### config.mk
export PLATFORM = sky130hd
export DESIGN_NAME = mul_sequencer
export DESIGN_NICKNAME = d
export VERILOG_FILES = /design/src/rtl/mul_sequencer.sv
export SDC_FILE = /design/constraint.sdc
export NUM_CORES = 1
export LEC_CHECK = 0
export ABC_AREA = 0
export BUFFER_PORTS_ARGS = -buffer_cell sky130_fd_sc_hd__buf_2
export CAP_MARGIN = 20
export CORE_MARGIN = 2
export CORE_UTILIZATION = 50
export CTS_BUF_LIST = sky130_fd_sc_hd__clkbuf_8
export CTS_CLUSTER_SIZE = 25
export DETAILED_ROUTE_END_ITERATION = 16
export PLACE_DENSITY = 0.75
export SLEW_MARGIN = 25
export SYNTH_ARGS = -nofsm -noshare
export SYNTH_HDL_FRONTEND = slang
export SYNTH_SLANG_ARGS = --single-unit
### constraint.sdc
create_clock -name clk -period 9.2 [get_ports clk]
set_clock_uncertainty 0.15 [all_clocks]
set_input_delay 0.46 -clock clk [delete_from_list [all_inputs] [get_ports clk]]
set_output_delay 0.46 -clock clk [all_outputs]
set_load 0.05 [all_outputs]
### src/rtl/mul_sequencer.sv
// mul_sequencer: iterative radix-2 shift-add multiplier with writeback sequencer
// for MUL (low word only), UMULL and SMULL. Holds the controller off via Busy and
// emits one or two register writes under a WbReady handshake.
module mul_sequencer #(
    parameter int WIDTH     = 32,
    parameter bit ZERO_SKIP = 1'b1
) (
    input  logic             clk,
    input  logic             reset,
    input  logic             Start,
    input  logic             Cancel,
    input  logic [1:0]       MulOp,
    input  logic [WIDTH-1:0] SrcA,
    input  logic [WIDTH-1:0] SrcB,
    input  logic [3:0]       RdLo,
    input  logic [3:0]       RdHi,
    input  logic             WbReady,
    output logic             Busy,
    output logic             WbWe,
    output logic [3:0]       WbAddr,
    output logic [WIDTH-1:0] WbData,
    output logic             WbHi,
    output logic             Done
);
    localparam int CW = (WIDTH > 1) ? $clog2(WIDTH) : 1;

    typedef enum logic [2:0] {
        S_IDLE,
        S_COMPUTE,
        S_FIX,
        S_WB_LO,
        S_WB_HI
    } state_t;

    state_t           state, nxt;
    logic [WIDTH-1:0] acc;      // high half of the running product
    logic [WIDTH-1:0] mplr;     // multiplier, low product bits shift in from the top
    logic [WIDTH-1:0] mcand;
    logic [CW-1:0]    cnt;
    logic             sign;
    logic             lo_only;  // MUL: only the low word is written back
    logic [3:0]       rd_lo, rd_hi;

    logic             smull;
    logic             zero_op;
    logic [WIDTH-1:0] abs_a, abs_b;
    logic [WIDTH:0]   sum;

    // Operand conditioning at acceptance: SMULL works on magnitudes, sign restored in FIX
    always_comb begin
        smull   = (MulOp == 2'b10);
        abs_a   = (smull && SrcA[WIDTH-1]) ? -SrcA : SrcA;
        abs_b   = (smull && SrcB[WIDTH-1]) ? -SrcB : SrcB;
        zero_op = ZERO_SKIP && ((SrcA == '0) || (SrcB == '0));
        sum     = {1'b0, acc} + {1'b0, (mplr[0] ? mcand : {WIDTH{1'b0}})};
    end

    // State register
    always_ff @(posedge clk) begin
        if (reset) state <= S_IDLE;
        else       state <= nxt;
    end

    // Next-state logic; Cancel overrides everything, including a Start in IDLE
    always_comb begin
        nxt = state;
        case (state)
            S_IDLE:    if (Start) nxt = zero_op ? S_FIX : S_COMPUTE;
            S_COMPUTE: if (cnt == '0) nxt = S_FIX;
            S_FIX:     nxt = S_WB_LO;
            S_WB_LO:   if (WbReady) nxt = lo_only ? S_IDLE : S_WB_HI;
            S_WB_HI:   if (WbReady) nxt = S_IDLE;
            default:   nxt = S_IDLE;
        endcase
        if (Cancel) nxt = S_IDLE;
    end

    // Datapath: capture, shift-add iteration, final sign fix
    always_ff @(posedge clk) begin
        if (reset) begin
            acc     <= '0;
            mplr    <= '0;
            mcand   <= '0;
            cnt     <= '0;
            sign    <= 1'b0;
            lo_only <= 1'b0;
            rd_lo   <= '0;
            rd_hi   <= '0;
        end else if (!Cancel) begin
            case (state)
                S_IDLE: if (Start) begin
                    acc     <= '0;
                    mcand   <= abs_a;
                    cnt     <= CW'(WIDTH - 1);
                    lo_only <= (MulOp == 2'b00);
                    rd_lo   <= RdLo;
                    rd_hi   <= RdHi;
                    if (zero_op) begin
                        mplr <= '0;
                        sign <= 1'b0;
                    end else begin
                        mplr <= abs_b;
                        sign <= smull && (SrcA[WIDTH-1] ^ SrcB[WIDTH-1]);
                    end
                end
                S_COMPUTE: begin
                    acc  <= sum[WIDTH:1];
                    mplr <= {sum[0], mplr[WIDTH-1:1]};
                    cnt  <= cnt - 1'b1;
                end
                S_FIX: if (sign) {acc, mplr} <= -{acc, mplr};
                default: ;
            endcase
        end
    end

    // Outputs: strobes from state and WbReady, address/data muxed from held registers
    always_comb begin
        Busy   = (state != S_IDLE);
        WbWe   = 1'b0;
        Done   = 1'b0;
        WbAddr = '0;
        WbData = '0;
        WbHi   = 1'b0;
        case (state)
            S_WB_LO: begin
                WbWe   = WbReady && !Cancel;
                Done   = WbReady && !Cancel && lo_only;
                WbAddr = rd_lo;
                WbData = mplr;
            end
            S_WB_HI: begin
                WbWe   = WbReady && !Cancel;
                Done   = WbReady && !Cancel;
                WbAddr = rd_hi;
                WbData = acc;
                WbHi   = 1'b1;
            end
            default: ;
        endcase
    end
endmodule

After elaboration in Yosys (flattened, before gate mapping). Cells that the tools add are included.

Bits in registers: 114. Bits of input ports: 79. Output and inout bits: 40.

Eq/ne operators: 10. Bitwise operators: 2. Reductions and logical operators: 21. Add/subtract/negate cells: 5. Muxes and demuxes: 25.

Operators with widths (count): 32-bit 2-to-1 mux (8); 32-bit one-hot mux with 3 select lines (2); 32-bit zero test (2); 32-bit negation (2); 64-bit negation (1); 32-bit one-hot mux with 2 select lines (1); 32-bit by 32-bit adder with 33-bit output (1); 3-bit 2-to-1 mux (5); 3-bit one-hot mux with 5 select lines (1); 2-bit inequality test, second input constant (5); 5-bit one-hot mux with 2 select lines (1); 4-bit one-hot mux with 2 select lines (1); 4-bit AND reduction (2); 3-bit by 2-bit equality test with 1-bit output, second input constant (2); 3-bit AND reduction (2); 3-bit nonzero test (2); 1-bit logical AND (5); 5-bit zero test (1); 5-bit 2-to-1 mux (1); 5-bit by 1-bit subtractor with 5-bit output, second input constant (1); 2-bit OR reduction (2); 3-bit by 1-bit equality test with 1-bit output, second input constant (1); 3-bit equality test, second input constant (1); 3-bit zero test (1); 10 further kinds (12).

Logic depth before layout (Yosys ltp). Gate-level depths: netlist (run 1).

Word-level depth: 6. Mapped depth: 13. Depth with buffers taken out: 11.

Worst setup path after synthesis (run 1). No wires, ideal clock.

Kind: reg-to-output. Start: reg state[0]. End: out Done. Data required time: 8.590 ns. Cell stages (with the launch flop): 7. Arrival time: 2.866 ns. Path slack: 5.724 ns. Path through: dfxtp_1 -> clkbuf_1 -> nand2_1 -> nor2_1 -> nor2_1 -> nor3b_1 -> o21a_1.

Longest elaborated chain between the ends: 2. Elaborated cells between the ends (all ways): 3.

RTL lines: start: declaration (RTL line 35) `state_t state, nxt;`; start signal: assignment (RTL line 61) `else state <= nxt;`; 3-bit equality test or 3-bit by 2-bit equality test with 1-bit output (tied branches) (RTL line 125) `case (state)`; 1-bit one-hot mux with 2 select lines (*) (RTL line 125); end: declaration (RTL line 23) `output logic Done`.

Every way passes the cells marked *; elsewhere a longest branch is shown, timed or not.

Worst setup path after layout (run 1).
Start: reg mplr[0]. End: reg acc[30].

Longest elaborated chain between the ends: 3. Elaborated cells between the ends (all ways): 5.

RTL lines: start: declaration (RTL line 37) `logic [WIDTH-1:0] mplr;`; start signal: assignment (RTL line 102) `mplr <= abs_b;`; start signal: assignment (RTL line 108) `mplr <= {sum[0], mplr[WIDTH-1:1]};`; start signal: assignment (RTL line 111) `S_FIX: if (sign) {acc, mplr} <= -{acc, mplr};`; 64-bit negation or 32-bit 2-to-1 mux (tied branches) (RTL line 111, 55); 32-bit 2-to-1 mux or 32-bit by 32-bit adder with 33-bit output (tied branches) (RTL line 111, 55); 32-bit one-hot mux with 3 select lines (*) (RTL line 90) `case (state)`; end signal: assignment (RTL line 107) `acc <= sum[WIDTH:1];`; end signal: assignment (RTL line 111); end: declaration (RTL line 36) `logic [WIDTH-1:0] acc;`.

Every way passes the cells marked *; elsewhere a longest branch is shown, timed or not. The select of a mux whose other input is x is not followed. A chain may end at the register's enable or synchronous reset.

==> results.py, run 1 <==
metrics = {
    "status": {
        "status": "complete, no violations",
    },
    "routing": {
        "top_layer": "met4",
        "drc": 0,
        "wl_met1_um": 12790,
        "wl_per_cell_um": 17.99,
        "routed_wl_um": 28730,
        "vias": 10150,
        "wl_met3_um": 2083,
        "route.met2.wl_um": 13140,
        "firstDrtPassIters": 5,
        "drt-vias-per-instance": 6.355,
        "drt_iter0_markers": 999,
        "ant_nets": 0,
    },
    "synthesis": {
        "yosys.area.top_type": "dfxtp_1",
        "syn_area_per_cell_um2": 7.286,
        "synthTopCellsByArea": "dfxtp_1 24%, a21oi_1 6.9%, xnor2_1 6.3%, nor2_1 5.1%, nand2_1 4.9%",
        "synth_edf_count": 0,
        "synth_top_area_share_pct": 24.19,
        "synthArstFlopShare_pct": 0,
        "syn-cell-area_um2": 9435,
        "yosys.cell_types.count": 71,
        "synth_cells": 1295,
        "yosysSeqAreaShare_pct": 24.19,
        "synth_ff_type": "dfxtp_1",
        "synth_nets": 1412,
        "yosys_warnings": 0,
        "ys_ff_latch": 114,
    },
    "floorplan": {
        "start_util_pct": 50.78,
        "fp-row-count": 50,
        "die_h_um": 141.4,
        "core_um2": 18580,
        "num_io_pins": 119,
        "dieArea_um2": 19990,
        "die_x_um": 141.4,
    },
    "power": {
        "finalPower_mw": 1.252,
        "power_density_nw_per_um2": 120.2,
        "p_leak_nw": 4.251,
        "irDropWorstVdd_mv": 0.08957,
    },
    "setup_path": {
        "timing.critical_path.from": "mplr[0]",
        "r2r_cells": 10,
        "r2r_setup_slack_ps": 5570,
        "endpoint": "acc[30]",
        "start_kind": "register",
        "max_stage_delay_ps": 660,
        "worst-path-stages": 10,
        "arrival_ps": 3890,
        "endpoint_kind": "register",
        "crit_buf_inv": 0,
        "crit_required_ps": 9460,
        "worst_r2r_endpoint": "acc[30]",
        "r2r_start": "mplr[0]",
        "crit_type": "reg -> reg",
        "slowest_stage": "dfxtp_2",
        "cpLargestDelayFamily": "compound AO/OA/AOI/OAI gates",
        "critical_path.max_fanout": 37,
        "crit_chain": "and2_1 > ha_1 > a21o_1 > a31o_2 > o31ai_1 > a211oi_1 > nor3b_1 > o21ai_0 > nor4b_1 > a221o_1",
    },
    "global_route": {
        "grt_overflow": 0,
        "antenna_found_initial": 0,
        "first_global_vias": 9158,
        "grt_pass1_wl_um": 46640,
        "grt_usage_pct": 28.63,
        "grt_max_degree": 84,
    },
    "clock_network": {
        "clock_latency_ps": 470,
        "cts_buffers": 17,
        "post_cts.repair.setup_buffers": 0,
        "cts_resized": 0,
        "clock_sinks": 114,
        "h-tree-depth": 4,
        "hold_buffers": 0,
        "cts_root_buf": "clkbuf_8",
        "clk_pin_slew_ps": 80,
        "cts_tree": "done",
        "clock_path_buffers": 2,
    },
    "sta": {
        "rsz0062_at_grt": "no",
        "slew_viol_final": 0,
        "max_slew_margin_pct": 35.30,
        "final-setup-viol-count": 0,
        "period_share_pct": 39.47,
        "timing.setup.tns_ps": 0,
        "hold_violations": 0,
        "fmax_ghz": 0.2754,
        "period_minus_slack_ps": 3631,
        "worst_hold_slack_ps": 76.49,
        "worst_pin_slew_ps": 970.5,
        "setup_ws_ps": 5569,
    },
    "layout": {
        "regArea_um2": 2283,
        "layout_common_cells": "130 x a21oi_1, 126 x nor2_1, 124 x nand2_1",
        "final_common_cell": "a21oi_1",
        "postLayoutCellArea_um2": 10410,
        "post-route-util_pct": 56.04,
        "insertedDiodeCount": 0,
        "multi_input_area_um2": 6716,
        "stdcell_count": 1597,
        "drive_gt1_share_pct": 13.65,
        "fill_cells": 1792,
        "nets": 1467,
        "area.growth.synth_to_final_pct": 10.36,
    },
    "worst_hold_path": {
        "hold_path.class": "in -> reg",
        "min_from": "RdLo[0]",
    },
    "placement": {
        "dpl.hpwl_um": 20720,
        "portBuffers": 118,
        "dp.cells": 1565,
        "post-place-ws_ps": 5360,
        "place_congestion": 0.9542,
        "dpl-instance-area_um2": 10060,
    },
    "job": {
        "drv_cap": 0,
    },
}
[registers in the layout (all words and copies together), names as in the netlist]
register / count
acc: 32
mcand: 32
mplr: 32
cnt: 5
rd_hi: 4
rd_lo: 4
state: 3
lo_only: 1
sign: 1
[worst min path at each step]
stage | cells past startpoint | end | slack [ps]
floorplan | 2 | mcand[18] | 280
global placement | 2 | mcand[31] | 290
detailed placement | 2 | rd_lo[3] | 300
CTS | 3 | rd_hi[0] | 70
global route | 3 | rd_hi[0] | 70
finish | 3 | rd_lo[0] | 80
[kinds of logic (layout without fill, tap and decap cells)]
kind of cell | Yosys count | in the layout | share of synthesized area, %
simple gates | 472 | 472 | 25.04
compound gates | 438 | 438 | 30.25
buf+inv | 119 | 187 | 4.827
xor+xnor | 114 | 114 | 10.58
flops | 114 | 114 | 24.19
fa+ha+maj | 38 | 38 | 5.119
[cells in the mapped netlist, drive strengths merged (26+ instances only)]
cell type  count
a211oi        36
a21oi        130
a221oi        26
a22o          34
and2          41
clkbuf        87
dfxtp        114
ha            37
inv           27
nand2        125
nand3         32
nor2         127
nor3          46
nor4          27
o21ai         82
xnor2         68
xor2          46
[worst register-to-register path: cells and delay by family (launching register included)]
family                   cells  cell delay, ps
AND/OR/NAND/NOR              3             890
flip-flops                   1             660
AO/OA/AOI/OAI                6            1600
adder cells (fa/ha/maj)      1             290
[per-layer routing]
layer,GRT usage (%),up-vias
met5,0,-
met4,10.11,0
met3,5.231,56
met2,45.71,448
met1,38.92,4755
li1,-,4890
[final cells by class]
cell class	count	share of cell area (%)
multi-input combinational	1062	64.50
sequential	114	21.93
timing repair buffer	128	6.393
tap	234	2.812
clock buffer	18	2.379
clock inverter	14	1.009
inverter	27	0.9733
[power by group]
| group | internal [mW] | total (mW) | switching [mW] |
|---|---|---|---|
| registers | 0.521 | 0.560 | 0.0383 |
| logic | 0.0988 | 0.251 | 0.152 |
| clock network | 0.195 | 0.441 | 0.246 |
| total | 0.815 | 1.25 | 0.436 |
(Power assumes the default switching activity.)
==> run 2: changes to the inputs <==
--- a/config.mk
+++ b/config.mk
@@ -5,7 +5,7 @@
 export SDC_FILE = /design/constraint.sdc
 export NUM_CORES = 1
 export LEC_CHECK = 0
-export ABC_AREA = 0
+export ABC_AREA = 1
 export BUFFER_PORTS_ARGS = -buffer_cell sky130_fd_sc_hd__buf_2
 export CAP_MARGIN = 20
 export CORE_MARGIN = 2
@@ -13,7 +13,7 @@
 export CTS_BUF_LIST = sky130_fd_sc_hd__clkbuf_8
 export CTS_CLUSTER_SIZE = 25
 export DETAILED_ROUTE_END_ITERATION = 16
-export PLACE_DENSITY = 0.75
+export PLACE_DENSITY = 0.74
 export SLEW_MARGIN = 25
 export SYNTH_ARGS = -nofsm -noshare
 export SYNTH_HDL_FRONTEND = slang
==> constraint.sdc (replaced) <==
create_clock -name clk -period 3.45 [get_ports clk]
set_clock_uncertainty 0.15 [all_clocks]
set_input_delay 0.1725 -clock clk [delete_from_list [all_inputs] [get_ports clk]]
set_output_delay 0.1725 -clock clk [all_outputs]
set_load 0.05 [all_outputs]
==> results.py, run 2 <==
metrics = {
    "status": {
        "status": "complete, no violations",
    },
    "synthesis": {
        "ys_ff_latch": 114,
        "synth_edf_count": 0,
        "synth_cells": 2281,
        "synthTopCellsByCount": "642 x nand2_1, 355 x inv_1, 350 x nor2_1",
        "yosys.area.top_type": "nand2_1",
        "yosysSeqAreaShare_pct": 18.88,
        "synthTopCellsByArea": "nand2_1 20%, dfxtp_1 19%, inv_1 11%, nor2_1 11%, nand3_1 8.0%",
        "synthArstFlopShare_pct": 0,
        "syn-cell-area_um2": 12090,
        "synth_nets": 2398,
        "synth_top_area_share_pct": 19.94,
        "synth_ff_type": "dfxtp_1",
        "syn_area_per_cell_um2": 5.299,
        "synth.most_common_cell": "nand2_1",
        "yosys_warnings": 0,
        "yosys.cell_types.count": 47,
    },
    "worst_hold_path": {
        "hold_path.class": "in -> reg",
        "hold_depth": 4,
        "min_from": "SrcB[18]",
        "whs_endpoint": "mplr[18]",
    },
    "global_route": {
        "grt_max_degree": 59,
        "grt_overflow": 0,
        "grt_pass1_wl_um": 75030,
        "grt_usage_pct": 37.32,
        "antenna_found_initial": 0,
        "first_global_vias": 13890,
    },
    "power": {
        "p_leak_nw": 7.165,
        "switching_share_pct": 48.75,
        "p_int_mw": 2.829,
        "p_sw_mw": 2.691,
        "power_density_nw_per_um2": 399.8,
        "clkPwrFrac_pct": 23.4,
        "irDropWorstVdd_mv": 0.3295,
        "pwr-share-comb_pct": 44.1,
        "seq_power_share_pct": 32.5,
    },
    "sta": {
        "period_share_pct": 84.61,
        "slew_viol_final": 0,
        "rsz0062_at_grt": "no",
        "worst_pin_slew_ps": 941.4,
        "max_slew_margin_pct": 37.17,
        "fmax_ghz": 0.3426,
        "period_minus_slack_ps": 2919,
        "hold_violations": 0,
        "timing.setup.tns_ps": 0,
        "final-setup-viol-count": 0,
    },
    "routing": {
        "drc": 0,
        "firstDrtPassIters": 7,
        "drt-vias-per-instance": 5.632,
        "wl_per_cell_um": 17.71,
        "ant_nets": 0,
        "vias": 15460,
        "drt_iter0_markers": 1745,
        "routed_wl_um": 48620,
    },
    "clock_network": {
        "cts_buffers": 17,
        "clk_pin_slew_ps": 90,
        "h-tree-depth": 4,
        "clock_sinks": 114,
        "cts_resized": 0,
        "post_cts.repair.setup_buffers": 0,
        "cts_root_buf": "clkbuf_8",
        "cts_tree": "done",
        "clock_latency_ps": 470,
        "clock_path_buffers": 2,
        "hold_buffers": 47,
    },
    "setup_path": {
        "worst_r2r_endpoint": "lo_only",
        "crit_required_ps": 3130,
        "r2r_start": "state[0]",
        "r2r_setup_slack_ps": 670,
        "critical_path.max_fanout": 21,
        "crit_type": "reg -> out",
        "endpoint_kind": "output pin",
        "start_kind": "register",
        "r2r_cells": 12,
        "arrival_ps": 2600,
    },
    "floorplan": {
        "dieArea_um2": 25440,
        "die_h_um": 159.5,
        "fp-row-count": 56,
        "core_um2": 23610,
        "start_util_pct": 51.19,
        "die_x_um": 159.5,
        "num_io_pins": 119,
    },
    "placement": {
        "dp.cells": 2666,
        "portBuffers": 118,
        "place_congestion": 1.033,
        "dpl.hpwl_um": 38030,
    },
    "layout": {
        "top_regs": "acc x32, mcand x32, mplr x32",
        "nets": 2530,
        "drive_gt1_share_pct": 8.244,
        "stdcell_count": 2745,
        "insertedDiodeCount": 0,
        "layout_common_cells": "642 x nand2_1, 354 x inv_1, 346 x nor2_1",
        "area.growth.synth_to_final_pct": 14.22,
        "final_common_cell": "nand2_1",
    },
    "job": {
        "drv_cap": 0,
    },
}
[run 2: kinds of logic (layout without fill, tap and decap cells)]
family,Yosys count,count (layout),synth area share [%]
adders and majority gates,38,38,3.995
DFF,114,114,18.88
buffers and inverters,438,583,13.93
and+or+nand+nor,1281,1281,43.84
xor gates and xnor gates,35,35,2.536
AOI/OAI and AO/OA,375,375,16.82
[run 2: area by class of cell]
| class | count | area (um2) |
|---|---|---|
| fillers | 2564 | 9806 |
| multi-input cells | 1729 | 8142 |
| flip-flops and latches | 114 | 2282 |
| inverters | 368 | 1381 |
| repair buffers | 183 | 1221 |
| well taps | 319 | 399.1 |
| clock buffers | 17 | 234.0 |
| clock inverters | 15 | 147.6 |
[run 2: worst max-delay path by stage]
stage                     startpoint   endpoint  slack [ps]  depth (start not counted)
after floorplan             state[0]       Done         790                          5
after global placement       mplr[0]    acc[17]         880                         17
after detailed placement     mplr[0]    acc[17]         840                         17
after CTS                   state[0]  WbData[9]         620                          6
after global routing        state[0]    lo_only         450                         12
final                       state[0]  WbData[9]         530                          6
[run 2: through the flow]
step / utilization (%) / power, mW / instance area (um2) / worst slack, ps / hold slack, ps
floorplan: - / 3.345 / 12090 / 791.0 / 157.4
global placement: 54.86 / 4.106 / 12950 / 875.6 / 242.9
detailed placement: 54.86 / 4.122 / 12950 / 835.5 / 251.5
CTS: 58.47 / 5.442 / 13810 / 623.6 / 0.3584
global route: 58.47 / 5.870 / 13810 / 454.0 / 44.15
finish: 58.47 / 5.521 / 13810 / 531.0 / 18.76
[run 2: power by group through the flow]
stage          logic, mW  registers [mW]  clock network, mW
6_report            2.44            1.79               1.29
5_1_grt             2.69            1.82               1.36
4_1_cts             2.37            1.78               1.30
3_5_place_dp        2.31            1.81                  0
3_3_place_gp        2.30            1.81                  0
2_1_floorplan       1.65            1.69                  0
[run 2: critical path: stages, from the launching register on]
cell     delay, ps
dfxtp_1        360
nor2_1         120
nand2_1        510
inv_1          520
nand2_1        170
o21ai_0        150
buf_2          310
[run 2: per-layer routing]
layer / vias up / GRT usage (%) / part of all wire, %
met5: - / 0 / 0
met4: 0 / 14.42 / 3.7
met3: 103 / 6.799 / 10
met2: 804 / 56.87 / 43
met1: 6986 / 52.13 / 43
li1: 7567 / - / -
==> run 3: changes to the inputs <==
==> constraint.sdc (replaced) <==
create_clock -name clk -period 3 [get_ports clk]
set_clock_uncertainty 0.15 [all_clocks]
set_input_delay 0.15 -clock clk [delete_from_list [all_inputs] [get_ports clk]]
set_output_delay 0.15 -clock clk [all_outputs]
set_load 0.05 [all_outputs]
==> results.py, run 3 (same netlist as run 2, synthesis figures left out) <==
metrics = {
    "global_route": {
        "grt_overflow": 0,
        "first_global_vias": 14000,
        "antenna_found_initial": 1,
        "grt_pass1_wl_um": 76330,
        "grt_usage_pct": 37.92,
        "grt_max_degree": 52,
    },
    "setup_path": {
        "slowest_stage": "dlygate4sd3_1",
        "cpLargestDelayFamily": "buffers and inverters",
        "max_stage_delay_ps": 570,
        "r2r_start": "state[0]",
        "start_kind": "register",
        "worst_r2r_endpoint": "lo_only",
        "crit_type": "reg -> reg",
        "r2r_setup_slack_ps": 350,
        "crit_required_ps": 3200,
        "crit_buf_inv": 4,
        "crit_chain": "inv_2 > nand2_2 > nor2_4 > inv_2 > nand2_2 > nor2_4 > buf_4 > o21ai_0 > dlygate4sd3_1 > o21ai_1 > nor2_1",
        "arrival_ps": 2850,
        "endpoint_kind": "register",
        "r2r_cells": 11,
        "critical_path.max_fanout": 16,
    },
    "sta": {
        "rsz0062_at_grt": "no",
        "worst_hold_slack_ps": 22.44,
        "fmax_ghz": 0.3774,
        "hold_violations": 0,
        "final-setup-viol-count": 0,
        "timing.setup.tns_ps": 0,
        "max_slew_margin_pct": 50.12,
        "period_minus_slack_ps": 2650,
        "slew_viol_final": 0,
        "worst_pin_slew_ps": 747.0,
        "period_share_pct": 88.33,
    },
    "floorplan": {
        "num_io_pins": 119,
        "dieArea_um2": 25440,
        "core_um2": 23610,
        "die_x_um": 159.5,
        "die_h_um": 159.5,
        "start_util_pct": 51.19,
        "fp-row-count": 56,
    },
    "placement": {
        "portBuffers": 118,
        "dpl-instance-area_um2": 12970,
        "place_congestion": 1.014,
        "dpl.hpwl_um": 38350,
    },
    "routing": {
        "vias": 15670,
        "routed_wl_um": 49720,
        "drt_iter0_markers": 1958,
        "ant_nets": 0,
        "firstDrtPassIters": 6,
        "wl_per_cell_um": 18.05,
        "drc": 0,
        "drt-vias-per-instance": 5.688,
    },
    "clock_network": {
        "cts_root_buf": "clkbuf_8",
        "clock_path_buffers": 2,
        "clk_pin_slew_ps": 80,
        "clock_latency_ps": 460,
        "cts_tree": "done",
        "cts_buffers": 17,
        "h-tree-depth": 4,
        "clock_sinks": 114,
    },
    "power": {
        "pwr-share-comb_pct": 44.7,
        "irDropWorstVdd_mv": 0.3044,
        "seq_power_share_pct": 32.9,
        "p_int_mw": 3.265,
        "p_leak_nw": 7.205,
        "switching_share_pct": 48.53,
        "clkPwrFrac_pct": 22.3,
        "power_density_nw_per_um2": 456.4,
        "p_sw_mw": 3.078,
    },
    "layout": {
        "nets": 2540,
        "area.growth.synth_to_final_pct": 14.98,
        "insertedDiodeCount": 0,
        "postLayoutCellArea_um2": 13900,
        "drive_gt1_share_pct": 8.210,
        "top_regs": "acc x32, mcand x32, mplr x32",
        "final_common_cell": "nand2_1",
        "layout_common_cells": "642 x nand2_1, 356 x inv_1, 346 x nor2_1",
    },
    "job": {
        "drv_cap": 0,
    },
    "worst_hold_path": {
        "min_from": "SrcB[18]",
        "hold_path.class": "in -> reg",
        "whs_endpoint": "mplr[18]",
        "hold_depth": 4,
    },
    "status": {
        "status": "complete, no violations",
    },
}
-- run 3: power groups by stage --
stage               clock [mW]  combinational (mW)  sequential (mW)
detailed placement           0                2.66             2.10
global placement             0                2.64             2.10
floorplan                    0                1.90             1.95
global route              1.49                3.10             2.11
finish                    1.42                2.84             2.09
CTS                       1.41                2.73             2.07
-- run 3: how the worst max path moves through the flow --
stage / startpoint / end / slack, ps / depth (start not counted)
final: state[0] / lo_only / 350 / 11
after global routing: state[0] / lo_only / 140 / 13
after CTS: state[0] / lo_only / 120 / 13
after detailed placement: mplr[0] / acc[9] / 390 / 16
after global placement: mplr[0] / acc[9] / 460 / 16
after floorplan: state[0] / Done / 360 / 5
-- run 3: worst register-to-register path, cell delays in order, from the launching register on --
cell,delay [ps]
dfxtp_1,410
inv_2,50
nand2_2,110
nor2_4,40
inv_2,320
nand2_2,220
nor2_4,200
buf_4,220
o21ai_0,130
dlygate4sd3_1,570
o21ai_1,70
nor2_1,40
-- run 3: area by class of cell --
class	count	area [um2]
Tap cell	319	399.1
Multi-Input combinational cell	1729	8142
Clock buffer	18	247.7
Sequential cell	114	2282
Timing Repair Buffer	193	1329
Inverter	368	1381
Clock inverter	14	117.6
Fill cell	2523	9714
-- run 3: stage by stage --
step                setup WS [ps]  power (mW)  std cells  util (%)
finish                      350.1       6.343       2755     58.86
floorplan                   363.5       3.847       2281         -
detailed placement          390.7       4.759       2666     54.92
global route                141.7       6.699       2755     58.86
CTS                         122.7       6.208       2753     58.80
global placement            460.7       4.742       2666     54.92
-- run 3: repair_timing --
action                     4_1_cts  5_1_grt
setup endpoints to repair        0        1
hold buffers                    55        0
buffers inserted                 0        2
hold endpoints to repair        55        0
resized for setup                0        0
-- run 3: metal layers --
layer  global-route usage, %  vias to the layer above  share of wire (%)
li1                        -                     7580                  -
met1                   54.23                     7101                 44
met2                   56.79                      867                 43
met3                   6.252                      121                9.7
met4                   14.50                        2                3.4
met5                       0                        -              0.026
